**config.mk**
```make
export PLATFORM = sky130hd
export DESIGN_NAME = blank_slot_arbiter
export DESIGN_NICKNAME = d
export VERILOG_FILES = /design/src/rtl/video_pkg.sv /design/src/rtl/blank_slot_arbiter_rr_pick.sv /design/src/rtl/blank_slot_arbiter.sv
export SDC_FILE = /design/constraint.sdc
export NUM_CORES = 1
export LEC_CHECK = 0
export CORE_ASPECT_RATIO = 1.25
export CORE_MARGIN = 2
export CORE_UTILIZATION = 35
export CTS_CLUSTER_DIAMETER = 50
export CTS_CLUSTER_SIZE = 30
export DETAILED_ROUTE_END_ITERATION = 7
export HOLD_SLACK_MARGIN = 0.06
export PLACE_DENSITY = 0.61
export SKIP_CTS_REPAIR_TIMING = 1
export SYNTH_ARGS = -nofsm -noshare
export SYNTH_HDL_FRONTEND = slang
export SYNTH_SLANG_ARGS = --single-unit
```
**constraint.sdc**
```tcl
create_clock -name char_clock -period 5.5 [get_ports char_clock]
set_input_delay 1.1 -clock char_clock [delete_from_list [all_inputs] [get_ports char_clock]]
set_output_delay 1.1 -clock char_clock [all_outputs]
set_load 0.03 [all_outputs]
```
**src/rtl/video_pkg.sv**
```systemverilog
// Video timing constants and arbiter state encoding shared by the game-logic
// blocks that run on the character clock.
package video_pkg;

  localparam int H_TOTAL            = 132;
  localparam int V_VISIBLE          = 600;
  localparam int V_TOTAL            = 628;
  localparam int FIRST_LINE_DEFAULT = V_VISIBLE;
  // The last line of the frame stays out of the window as a guard line.
  localparam int LAST_LINE_DEFAULT  = V_TOTAL - 2;

  typedef enum logic [1:0] {
    IDLE,
    ARB,
    GRANT
  } arb_state_e;

endpackage

```
**src/rtl/blank_slot_arbiter_rr_pick.sv**
```systemverilog
// Combinational round-robin priority encoder: returns the first eligible
// requester at or after ptr, wrapping around.
module rr_pick
  import video_pkg::*;
#(
  parameter int NREQ  = 4,
  parameter int IDX_W = $clog2(NREQ)
) (
  input  logic [NREQ-1:0]  eligible,
  input  logic [IDX_W-1:0] ptr,
  output logic [NREQ-1:0]  pick,
  output logic [IDX_W-1:0] pick_idx,
  output logic             valid
);

  logic [IDX_W-1:0] idx;

  always_comb begin
    pick     = '0;
    pick_idx = '0;
    valid    = 1'b0;
    idx      = '0;
    for (int k = 0; k < NREQ; k++) begin
      idx = IDX_W'((int'(ptr) + k) % NREQ);
      if (!valid && eligible[idx]) begin
        valid     = 1'b1;
        pick[idx] = 1'b1;
        pick_idx  = idx;
      end
    end
  end

endmodule

```
**src/rtl/blank_slot_arbiter.sv**
```systemverilog
// Hands out one exclusive update slot per requester per frame, only while the
// line counter is inside the vertical-blanking window.
module blank_slot_arbiter
  import video_pkg::*;
#(
  parameter int NREQ       = 4,
  parameter int FIRST_LINE = FIRST_LINE_DEFAULT,
  parameter int LAST_LINE  = LAST_LINE_DEFAULT,
  parameter int MAX_HOLD   = H_TOTAL
) (
  input  logic            reset,
  input  logic            char_clock,
  input  logic [11:0]     line_count,
  input  logic [NREQ-1:0] req,
  input  logic [NREQ-1:0] done,
  output logic [NREQ-1:0] grant,
  output logic            busy,
  output logic            frame_tick,
  output logic [15:0]     frame_count,
  output logic [NREQ-1:0] overrun
);

  localparam int IDX_W  = $clog2(NREQ);
  localparam int HOLD_W = $clog2(MAX_HOLD + 1);

  arb_state_e        state_q, state_d;
  logic              win_q, win_d;
  logic              frame_tick_q, frame_tick_d;
  logic [15:0]       frame_count_q, frame_count_d;
  logic [NREQ-1:0]   served_q, served_d;
  logic [IDX_W-1:0]  ptr_q, ptr_d;
  logic [IDX_W-1:0]  gidx_q, gidx_d;
  logic [HOLD_W-1:0] hold_cnt_q, hold_cnt_d;
  logic [NREQ-1:0]   grant_q, grant_d;
  logic              busy_q, busy_d;
  logic [NREQ-1:0]   overrun_q, overrun_d;

  logic              win;
  logic              window_opens;
  logic [NREQ-1:0]   eligible;
  logic [NREQ-1:0]   pick;
  logic [IDX_W-1:0]  pick_idx;
  logic              pick_valid;
  logic              grant_done;
  logic              timeout;

  assign win          = (line_count >= 12'(FIRST_LINE)) && (line_count <= 12'(LAST_LINE));
  assign window_opens = win && !win_q;
  assign eligible     = req & ~served_q;
  assign grant_done   = |(done & grant_q);
  assign timeout      = (hold_cnt_q == HOLD_W'(MAX_HOLD - 1));

  rr_pick #(
    .NREQ (NREQ)
  ) u_rr_pick (
    .eligible (eligible),
    .ptr      (ptr_q),
    .pick     (pick),
    .pick_idx (pick_idx),
    .valid    (pick_valid)
  );

  always_comb begin
    state_d       = state_q;
    win_d         = win;
    frame_tick_d  = window_opens;
    frame_count_d = frame_count_q;
    served_d      = served_q;
    ptr_d         = ptr_q;
    gidx_d        = gidx_q;
    hold_cnt_d    = hold_cnt_q;
    grant_d       = grant_q;
    overrun_d     = overrun_q;

    if (window_opens) begin
      frame_count_d = frame_count_q + 16'd1;
      served_d      = '0;
    end

    case (state_q)
      IDLE: begin
        grant_d = '0;
        if (win) state_d = ARB;
      end
      ARB: begin
        if (!win) begin
          state_d = IDLE;
        end else if (pick_valid) begin
          grant_d    = pick;
          gidx_d     = pick_idx;
          hold_cnt_d = '0;
          served_d   = served_d | pick;
          state_d    = GRANT;
        end
      end
      GRANT: begin
        hold_cnt_d = hold_cnt_q + HOLD_W'(1);
        if (!win || grant_done || timeout) begin
          // A done that coincides with window close still counts as a clean release.
          if (!grant_done) overrun_d = overrun_q | grant_q;
          grant_d = '0;
          ptr_d   = (gidx_q == IDX_W'(NREQ - 1)) ? '0 : gidx_q + IDX_W'(1);
          state_d = ARB;
        end
      end
      default: begin
        grant_d = '0;
        state_d = IDLE;
      end
    endcase

    busy_d = |grant_d;
  end

  always_ff @(posedge char_clock or posedge reset) begin
    if (reset) begin
      state_q       <= IDLE;
      win_q         <= 1'b0;
      frame_tick_q  <= 1'b0;
      frame_count_q <= '0;
      served_q      <= '0;
      ptr_q         <= '0;
      gidx_q        <= '0;
      hold_cnt_q    <= '0;
      grant_q       <= '0;
      busy_q        <= 1'b0;
      overrun_q     <= '0;
    end else begin
      state_q       <= state_d;
      win_q         <= win_d;
      frame_tick_q  <= frame_tick_d;
      frame_count_q <= frame_count_d;
      served_q      <= served_d;
      ptr_q         <= ptr_d;
      gidx_q        <= gidx_d;
      hold_cnt_q    <= hold_cnt_d;
      grant_q       <= grant_d;
      busy_q        <= busy_d;
      overrun_q     <= overrun_d;
    end
  end

  assign grant       = grant_q;
  assign busy        = busy_q;
  assign frame_tick  = frame_tick_q;
  assign frame_count = frame_count_q;
  assign overrun     = overrun_q;

endmodule

```
; Word-level counts from Yosys, hierarchy flattened
; Index checks and enable logic that the tools add are counted.
[totals]
output_inout_bits = 26
ff_bits = 45
word_cells = 115
[classes]
eq_ne = 9
mux = 45
reduce_logical = 25
n_lt_le_gt_ge = 10
addsub = 6
bitwise = 9
[ops]
columns = op, n
row1 = $mux W4, 11
row2 = $or A4 B4 Y4, 5
row3 = $mux W2, 9
row4 = $add A16 B1 Y16 const B, 1
row5 = $mux W8, 2
row6 = $pmux W8 S2, 1
row7 = $ge A12 B10 Y1 const B, 1
row8 = $le A12 B10 Y1 const B, 1
row9 = $lt A2 B3 Y1 const B, 4
row10 = $mux W1, 12
row11 = $reduce_and A3 Y1, 4
row12 = $logic_and A1 B1 Y1, 9
row13 = $add A8 B1 Y8 const B, 1
row14 = $and A4 B4 Y4, 2
row15 = $bmux W1 S2, 4
row16 = $demux W1 S2, 4
row17 = $eq A8 B8 Y1 const B, 1
row18 = $ge A2 B1 Y1 const B, 4
row19 = $ne A2 B2 Y1 const B, 4
row20 = $pmux W4 S2, 1
row21 = $reduce_or A4 Y1, 2
row22 = $pmux W2 S3, 1
row23 = $logic_not A1 Y1, 5
row24 = $add A2 B1 Y2 const B, 2
row25 = other kinds (10), 13

; Longest topological paths before layout
; Gate-level depths: netlist (run 1).
[depth]
ltp_word = 18
ltp_mapped = 10

; By module
; From an unflattened synthesis (run 1), not the netlist that was laid out.
[unflattened]
hier_cells = 257
hier_area_um2 = 2653.8
[modules_own_cells]
columns = module, cells_each, instances, area_per_inst_um2
row1 = blank_slot_arbiter, 212, 1, 2234.6
row2 = rr_pick, 45, 1, 419.2

; Worst setup path before layout (run 1)
; Ideal clock, no wire load.
[synth_path]
kind = input-to-reg
from = input port line_count[1]
to = register frame_count_q[5] (netlist: frame_count[5])
arrival_ps = 2564
t_required_ps = 5367
stages = 9
setup_time_ps = 133
path_slack_ps = 2802
path_cell_list = a211o_1 -> a31oi_2 -> nor2b_4 -> and2b_1 -> buf_4 -> and3_1 -> buf_4 -> nand4_1 -> xnor2_1
[synth_via]
elab_chain_len = 3
elab_cells_between_ends = 4
[synth_lines]
columns = element, line_no
row1 = "start, declared", blank_slot_arbiter.sv:13  ; input logic [11:0] line_count,
row2 = $ge A12 B10 Y1 / $le A12 B10 Y1 (equally long branches), blank_slot_arbiter.sv:47  ; assign win = (line_count >= 12'(FIRST_LINE)) && (line_count <= 12'(LAST_LINE));
row3 = $logic_and A1 B1 Y1 *, blank_slot_arbiter.sv:47
row4 = named net win, blank_slot_arbiter.sv:38  ; logic win;
row5 = $logic_and A1 B1 Y1 *, blank_slot_arbiter.sv:48  ; assign window_opens = win && !win_q;
row6 = named net frame_tick_d, blank_slot_arbiter.sv:28  ; logic frame_tick_q, frame_tick_d;
row7 = "end signal, assigned", blank_slot_arbiter.sv:132  ; frame_count_q <= frame_count_d;
row8 = "end, declared", blank_slot_arbiter.sv:29  ; logic [15:0] frame_count_q, frame_count_d;
; The timed path passes the listed nets; every way through them passes the cells marked *.
; A chain may end at the register's enable or synchronous reset.

; Worst setup path in the final report (run 1)
[layout_path]
from = input port line_count[10]
to = register frame_count_q[5] (netlist: frame_count[5])
[layout_via]
elab_chain_len = 3
elab_cells_between_ends = 4
[layout_lines]
columns = element, line_no
row1 = $ge A12 B10 Y1 / $le A12 B10 Y1 (equally long branches), blank_slot_arbiter.sv:47
row2 = $logic_and A1 B1 Y1 *, blank_slot_arbiter.sv:47
row3 = named net win, blank_slot_arbiter.sv:38
row4 = $logic_and A1 B1 Y1 *, blank_slot_arbiter.sv:48
; Marked as above.

==> flow_metrics.py, run 1 <==
metrics = {
    "setup_path": {
        "crit_required_ns": 5.70,
        "critPathBufInv": 1,
        "timing.rr.end": "busy$_DFF_PP0_",
        "cp_slowest_cell": "nor4b_1",
        "critical_path.max_fanout": 9,
        "crit_type": "input pin to flop",
        "cp.arrival_ns": 3.24,
        "slowest_delay_ns": 0.42,
        "rrSetupSlack_ns": 2.45,
        "worstPathCellList": "clkdlybuf4s50_1 -> nor4b_1 -> nand2_1 -> nor2b_4 -> and2b_1 -> and3_1 -> nand4_1 -> xnor2_1",
        "timing.rr.start": "ptr_q[0]$_DFFE_PP0P_",
        "crit_family": "simple AND/OR/NAND/NOR gates",
        "reg2reg_depth": 9,
        "end_kind": "flop",
        "start_kind": "input pin",
    },
    "synthesis": {
        "synth_largest_area_cell": "dfrtp_1",
        "synth.distinct_cells": 45,
        "synth-edff-count": 0,
        "syn_area_per_cell_um2": 9.63,
        "synth_nets": 304,
        "ys.flop_type": "dfrtp_1",
        "synth_top_area_share_pct": 43.8,
        "synth_seq_cells": 45,
        "synthCells": 267,
        "syn-cell-area_um2": 2570,
        "synth.yosys.warnings": 0,
        "yosysSeqAreaShare_pct": 43.8,
        "synthTopCellsByArea": "dfrtp_1 44%, ha_1 7.3%, nand2_1 5.0%",
        "async_flop_share_pct": 100,
    },
    "routing": {
        "wl_per_cell_um": 13.6,
        "remaining_drc_errors": 0,
        "firstDrtPassIters": 4,
        "ant_nets": 0,
        "drt_wl_total_mm": 5.54,
        "drt-initial-drc-count": 137,
        "vias_per_cell": 5.20,
        "vias": 2123,
    },
    "finish": {
        "antenna_cells": 0,
        "fillers": 685,
        "drive_gt1_share_pct": 6.29,
        "layout.nets": 354,
        "multiInputGateArea_um2": 1350,
        "area_delta_synth_final_pct": 25.4,
        "mostFrequentLayoutCell": "clkdlybuf4s50_1",
        "seqCellArea_um2": 1130,
        "final_cell_mix": "47 x clkdlybuf4s50_1, 45 x dfrtp_1, 34 x nand2_1",
    },
    "clock_tree": {
        "cts_tree": "yes",
        "worstSkewPairLatency_ns": 0.30,
        "root_buffer": "clkbuf_8",
        "clock-sinks": 45,
        "numCtsBuffers": 5,
        "htree_levels": 2,
        "cts_max_path_buffers": 2,
        "clk_pin_slew_ns": 0.09,
    },
    "power_and_ir_drop": {
        "power_switching_mw": 0.291,
        "p_per_area_nw_per_um2": 257,
        "cellLeakagePower_nw": 1.42,
        "swShare_pct": 35.1,
        "power_mw": 0.828,
        "p_clk_share_pct": 25.6,
        "p_int_mw": 0.537,
        "power_frac_comb_pct": 29.7,
        "sequentialPowerShare_pct": 44.6,
        "ir_drop_uv": 114,
    },
    "sta": {
        "hold_viol_final": 0,
        "setup_tns_ns": 0,
        "final_max_slew_viol_count": 0,
        "fin_worst_skew_ns": 0.0110,
        "finalCritPeriodShare_pct": 55.4,
        "slew_headroom_pct": 63.2,
        "min_period_ns": 3.05,
        "layout_setup_ws_ns": 2.45,
        "setup_viol": 0,
        "max_freq_mhz": 328,
        "tightest_slew_ns": 0.552,
        "rsz0062_at_grt": "false",
    },
    "die": {
        "num_rows": 34,
        "dieArea_um2": 8050,
        "die_y_um": 99.8,
        "num_io_pins": 48,
        "initial_utilization_pct": 36.4,
        "die_w_um": 80.7,
        "core_um2": 7060,
    },
    "run": {
        "maxCapViolations": 0,
    },
    "min_path": {
        "min_path_type": "flop to flop",
        "min_from": "overrun[2]$_DFFE_PP0P_",
        "worstHoldEndpoint": "overrun[2]$_DFFE_PP0P_",
        "hold_depth": 1,
    },
    "global_routing": {
        "antenna_found_initial": 0,
        "grt_overflow": 0,
        "first_global_vias": 2092,
        "grt_max_degree": 46,
        "grt_pass1_wl_mm": 9.80,
        "grt_use_total_pct": 15.2,
    },
    "placement": {
        "pre_cts_ws_ns": 2.08,
        "dpl.hpwl_mm": 4.28,
        "port_buffers": 47,
        "gp_congestion": 0.894,
    },
    "run_status": {
        "status": "completed",
    },
}
sequential cells by signal, summed over array words and instances, names as in the netlist:
name,flops
busy,1
frame_count,16
frame_tick,1
gidx_q,2
grant,4
hold_cnt_q,8
overrun,4
ptr_q,2
served_q,4
state_q,2
win_q,1
cells by family after synthesis:
logic type,count (synthesis),synth area share [%]
AND/OR/NAND/NOR,105,21.6
buffers and inverters,23,3.80
flip-flops,45,43.8
adder cells (fa/ha/maj),15,7.30
multiplexers,4,2.14
AO/OA/AOI/OAI,60,16.3
XOR/XNOR,15,5.11
cell usage after synthesis, types with 2 or more instances:
| cell type | count |
|---|---|
| a221o_1 | 3 |
| a21oi_1 | 6 |
| o31ai_1 | 8 |
| o211ai_1 | 8 |
| nor2b_1 | 4 |
| inv_1 | 17 |
| a21o_1 | 6 |
| dfrtp_1 | 45 |
| nor2_1 | 10 |
| buf_4 | 3 |
| clkbuf_1 | 2 |
| ha_1 | 15 |
| a22oi_1 | 3 |
| nand2b_1 | 7 |
| a32oi_1 | 2 |
| and3_1 | 3 |
| o21ai_0 | 16 |
| and2_1 | 5 |
| and4_1 | 2 |
| nand3_1 | 13 |
| nor4b_1 | 2 |
| and2b_4 | 2 |
| nand4_1 | 4 |
| xor2_1 | 2 |
| mux2_2 | 2 |
| or2_2 | 2 |
| xnor2_1 | 13 |
| nor3_1 | 12 |
| nand2_1 | 34 |
power by group through the flow:
stage	logic, mW	registers, mW	clock network (mW)
final	0.246	0.370	0.212
after global routing	0.276	0.373	0.234
after detailed placement	0.246	0.376	0
after global placement	0.244	0.375	0
after CTS	0.247	0.369	0.219
after floorplan	0.172	0.376	0
routing by layer:
layer	up-vias	routed length (µm)	global-route usage (%)
li1	1048	-	-
met1	1011	2530	20.0
met2	59	2700	25.6
met3	5	233	2.52
met4	0	77	4.69
met5	-	0	0
worst max-delay path by stage:
stage | from | endpoint | slack [ns] | cells past startpoint
floorplan | line_count[1] | frame_count[5]$_DFFE_PP0P_ | 2.80 | 9
global placement | line_count[10] | frame_count[15]$_DFFE_PP0P_ | 2.10 | 8
detailed placement | line_count[10] | frame_count[5]$_DFFE_PP0P_ | 2.08 | 8
CTS | line_count[10] | frame_count[5]$_DFFE_PP0P_ | 2.41 | 8
global route | line_count[10] | frame_count[5]$_DFFE_PP0P_ | 2.18 | 8
finish | line_count[10] | frame_count[5]$_DFFE_PP0P_ | 2.45 | 8
stage by stage:
stage	util, %	area, µm²	hold slack (ns)	std cells
5_1_grt	45.7	3230	0.489	408
3_5_place_dp	44.3	3130	0.444	400
4_1_cts	45.7	3230	0.466	408
3_3_place_gp	44.3	3130	0.437	400
2_1_floorplan	-	2570	0.447	267
6_report	45.7	3230	0.459	408
cell type report:
| cell class | instances | area share [%] |
|---|---|---|
| multi-input combinational | 199 | 41.8 |
| timing repair buffer | 48 | 14.8 |
| sequential | 45 | 34.9 |
| tap | 90 | 3.49 |
| clock inverter | 3 | 0.776 |
| clock buffer | 5 | 2.13 |
| inverter | 18 | 2.09 |
(Power assumes the default switching activity.)
==> inputs of run 2 (changes only) <==
- clock period: 5.5 -> 3.17 ns (I/O delays scaled with it)
==> flow_metrics.py, run 2 (same netlist as run 1, synthesis figures left out) <==
metrics = {
    "routing": {
        "drt_wl_total_mm": 5.77,
        "vias_per_cell": 5.19,
        "ant_nets": 0,
        "vias": 2140,
        "wl_per_cell_um": 14.0,
        "drt-initial-drc-count": 167,
        "firstDrtPassIters": 7,
        "remaining_drc_errors": 0,
    },
    "setup_path": {
        "cp_slowest_cell": "dfrtp_1",
        "crit_family": "compound AO/OA/AOI/OAI gates",
        "worstPathCellList": "inv_1 -> ha_1 -> inv_1 -> nor3_1 -> o21ai_0 -> nand2_1 -> a222oi_1 -> a21o_1 -> o2111ai_1",
        "path_common_cell": "inv_1",
        "slowest_delay_ns": 0.55,
        "crit_type": "flop to flop",
        "cp.arrival_ns": 2.93,
        "critical_path.max_fanout": 10,
        "critPathBufInv": 2,
        "start_kind": "flop",
        "crit_required_ns": 3.38,
        "end_kind": "flop",
    },
    "die": {
        "die_w_um": 80.7,
        "num_io_pins": 48,
        "dieArea_um2": 8050,
        "die_y_um": 99.8,
        "core_um2": 7060,
        "initial_utilization_pct": 36.4,
        "num_rows": 34,
    },
    "finish": {
        "final_cell_mix": "47 x clkdlybuf4s50_1, 45 x dfrtp_1, 34 x nand2_1",
        "seqCellArea_um2": 1130,
        "area_delta_synth_final_pct": 26.6,
        "mostFrequentLayoutCell": "clkdlybuf4s50_1",
        "fillers": 689,
        "largest_register_ffs": 16,
        "drive_gt1_share_pct": 7.45,
        "multiInputGateArea_um2": 1350,
        "layout.nets": 358,
        "antenna_cells": 0,
        "final_util_pct": 46.1,
    },
    "clock_tree": {
        "numCtsBuffers": 5,
        "worstSkewPairLatency_ns": 0.30,
        "cts_tree": "yes",
        "cts_max_path_buffers": 2,
        "clk_pin_slew_ns": 0.09,
        "htree_levels": 2,
        "root_buffer": "clkbuf_8",
        "clock-sinks": 45,
    },
    "power_and_ir_drop": {
        "cellLeakagePower_nw": 1.44,
        "p_per_area_nw_per_um2": 447,
        "ir_drop_uv": 196,
        "power_mw": 1.45,
    },
    "sta": {
        "rsz0062_at_grt": "false",
        "slew_headroom_pct": 47.7,
        "final_max_slew_viol_count": 0,
        "hold_viol_final": 0,
        "setup_viol": 0,
        "setup_tns_ns": 0,
        "finalCritPeriodShare_pct": 85.8,
        "tightest_slew_ns": 0.780,
        "min_period_ns": 2.72,
        "fin_worst_skew_ns": 0.00752,
        "max_freq_mhz": 368,
    },
    "min_path": {
        "min_path_type": "flop to flop",
    },
    "global_routing": {
        "grt_overflow": 0,
        "grt_max_degree": 24,
        "grt_use_total_pct": 15.7,
        "grt_pass1_wl_mm": 9.98,
        "antenna_found_initial": 0,
        "first_global_vias": 2131,
    },
    "run": {
        "maxCapViolations": 0,
    },
    "run_status": {
        "status": "completed",
    },
    "placement": {
        "gp_congestion": 0.915,
        "dpl.hpwl_mm": 4.57,
        "port_buffers": 47,
    },
}
==> run 2: changes by cell type in the layout (fill, tap and decap cells not counted) <==
cell	previous run	this run
buf_4	1	5
==> run 2: layer usage <==
metal  vias up  share of wire (%)  wire length, µm  track usage [%]
li1       1058                  -                -                -
met1      1029                 46             2640             20.0
met2        48                 50             2870             27.0
met3         5                3.2              186             2.34
met4         0                1.2               68             5.48
met5         -                  0                0                0
==> run 2: power by group <==
group / internal (mW) / switching (mW) / leakage (nW)
registers: 0.602 / 0.0247 / 0.612
clock network: 0.159 / 0.210 / 0.0447
logic: 0.184 / 0.274 / 0.785
==> run 2: area by class of cell <==
| cell class | instances | area share [%] |
|---|---|---|
| timing repair buffer | 52 | 15.6 |
| multi-input combinational | 199 | 41.4 |
| clock buffer | 5 | 2.11 |
| tap | 90 | 3.46 |
| clock inverter | 3 | 0.769 |
| inverter | 18 | 2.08 |
| sequential | 45 | 34.6 |
==> run 2: through the flow <==
step                      instances  setup slack (ns)  hold slack, ns  cell area (µm²)
after floorplan                 267             0.593           0.447             2570
after global placement          404             0.357           0.438             3160
after detailed placement        404             0.317           0.444             3160
after CTS                       412             0.539           0.466             3260
after global routing            412             0.344           0.480             3260
final                           412             0.451           0.464             3260
==> run 2: final timing paths <==
kind	startpoint	endpoint	slack [ns]	cells after the start
hold / removal	overrun[3]$_DFFE_PP0P_	overrun[3]$_DFFE_PP0P_	0.46	1
setup / recovery	ptr_q[1]$_DFFE_PP0P_	busy$_DFF_PP0_	0.45	9
hold reg to reg	overrun[3]$_DFFE_PP0P_	overrun[3]$_DFFE_PP0P_	0.46	1
setup reg to reg	ptr_q[1]$_DFFE_PP0P_	busy$_DFF_PP0_	0.45	9
min in group asynchronous	reset	overrun[2]$_DFFE_PP0P_	0.69	2
max in group asynchronous	reset	frame_count[3]$_DFFE_PP0P_	1.89	3
==> inputs of run 3 (changes only) <==
- PLACE_DENSITY: 0.61 -> 0.63
- clock period: 3.17 -> 2.4 ns (I/O delays scaled with it)
==> flow_metrics.py, run 3 (same netlist as run 1, synthesis figures left out) <==
metrics = {
    "routing": {
        "remaining_drc_errors": 0,
        "ant_nets": 0,
        "vias": 2187,
        "vias_per_cell": 5.05,
        "wl_per_cell_um": 13.3,
        "drt-initial-drc-count": 122,
        "drt_wl_total_mm": 5.77,
        "firstDrtPassIters": 4,
    },
    "placement": {
        "dpl.hpwl_mm": 4.62,
        "pre_cts_ws_ns": -0.210,
        "port_buffers": 47,
        "gp_congestion": 0.852,
    },
    "global_routing": {
        "grt_max_degree": 46,
        "first_global_vias": 2098,
        "grt_overflow": 0,
        "grt_pass1_wl_mm": 10.0,
        "grt_use_total_pct": 15.5,
        "antenna_found_initial": 0,
    },
    "setup_path": {
        "critical_path.max_fanout": 6,
        "worstPathCellList": "clkdlybuf4s50_1 -> and2b_4 -> mux4_2 -> nand2_1 -> o211ai_1 -> a221o_1 -> a32oi_1 -> o2111ai_1",
        "critPathBufInv": 1,
        "end_kind": "flop",
        "slowest_delay_ns": 0.52,
        "crit_type": "input pin to flop",
        "crit_family": "compound AO/OA/AOI/OAI gates",
        "crit_required_ns": 2.56,
        "start_kind": "input pin",
        "rrSetupSlack_ns": 0.16,
        "cp.arrival_ns": 2.44,
        "cp_slowest_cell": "mux4_2",
    },
    "die": {
        "core_um2": 7060,
        "dieArea_um2": 8050,
        "num_io_pins": 48,
        "die_w_um": 80.7,
        "die_y_um": 99.8,
        "num_rows": 34,
        "initial_utilization_pct": 36.4,
    },
    "finish": {
        "mostFrequentLayoutCell": "clkdlybuf4s50_1",
        "area_delta_synth_final_pct": 34.5,
        "final_cell_mix": "47 x clkdlybuf4s50_1, 44 x dfrtp_1, 34 x nand2_1",
        "drive_gt1_share_pct": 14.9,
        "antenna_cells": 0,
        "final_util_pct": 49.0,
        "largest_register_ffs": 16,
        "layout.nets": 379,
    },
    "sta": {
        "final_max_slew_viol_count": 0,
        "min_period_ns": 2.28,
        "max_freq_mhz": 439,
        "hold_viol_final": 0,
        "setup_viol": 0,
        "rsz0062_at_grt": "true",
        "tightest_slew_ns": 0.408,
        "fin_worst_skew_ns": 0.00286,
        "setup_tns_ns": 0,
        "layout_setup_ws_ns": 0.120,
        "finalCritPeriodShare_pct": 95.0,
        "slew_headroom_pct": 72.8,
    },
    "run": {
        "maxCapViolations": 0,
    },
    "clock_tree": {
        "clock-sinks": 45,
        "cts_tree": "yes",
        "clk_pin_slew_ns": 0.09,
        "numCtsBuffers": 5,
        "cts_max_path_buffers": 2,
        "worstSkewPairLatency_ns": 0.29,
        "htree_levels": 2,
        "root_buffer": "clkbuf_8",
    },
    "power_and_ir_drop": {
        "ir_drop_uv": 314,
        "p_per_area_nw_per_um2": 598,
        "cellLeakagePower_nw": 1.56,
    },
    "min_path": {
        "min_path_type": "flop to flop",
    },
    "run_status": {
        "status": "completed",
    },
}
[run 3: cell types whose count changed in the layout (fill, tap and decap cells not counted), sizes merged]
cell | before | now
buf | 5 | 26
bufinv | 0 | 1
inv | 17 | 16
[run 3: per-stage QoR]
stage	hold WS (ns)	cell area, µm²	instances	power [mW]
CTS	0.466	3450	433	2.08
floorplan	0.447	2570	267	1.26
finish	0.463	3460	433	2.07
detailed placement	0.445	3330	425	1.50
global placement	0.440	3330	425	1.49
global route	0.487	3460	433	2.20
[run 3: path summary, 6_finish.rpt]
path,endpoint,cells after the start,from
setup / recovery,busy$_DFF_PP0_,8,req[0]
hold / removal,overrun[3]$_DFFE_PP0P_,1,overrun[3]$_DFFE_PP0P_
setup reg to reg,busy$_DFF_PP0_,10,ptr_q[1]$_DFFE_PP0P_
hold reg to reg,overrun[3]$_DFFE_PP0P_,1,overrun[3]$_DFFE_PP0P_
max in group asynchronous,ptr_q[0]$_DFFE_PP0P_,3,reset
min in group asynchronous,frame_count[10]$_DFFE_PP0P_,3,reset
[run 3: layout make-up]
class | instances | area [µm²]
clock inverter | 3 | 46.3
sequential | 45 | 1130
clock buffer | 5 | 68.8
fill | 691 | 3600
timing repair buffer | 73 | 678
inverter | 18 | 68.8
tap | 90 | 113
multi-input combinational | 199 | 1360
[run 3: power breakdown]
group          leakage, nW  internal (mW)  switching [mW]
Clock               0.0543          0.312           0.265
Combinational        0.893          0.286           0.373
Sequential           0.611          0.797          0.0360
[run 3: worst reg2reg max path, cell delays in order (launching register included)]
cell and delay [ns]:
dfrtp_1 0.39, inv_2 0.12, ha_2 0.34, inv_1 0.13
nor3_1 0.07, o211ai_1 0.17, buf_4 0.15, o211ai_1 0.08
a221o_1 0.28, a32oi_1 0.21, o2111ai_1 0.16
[run 3: layer usage]
layer	vias to the layer above	GRT usage, %	part of all wire (%)
met5	-	0	0
met4	0	5.35	1.8
met3	9	1.98	3.1
met2	46	26.9	51
met1	1028	19.8	44
li1	1104	-	-
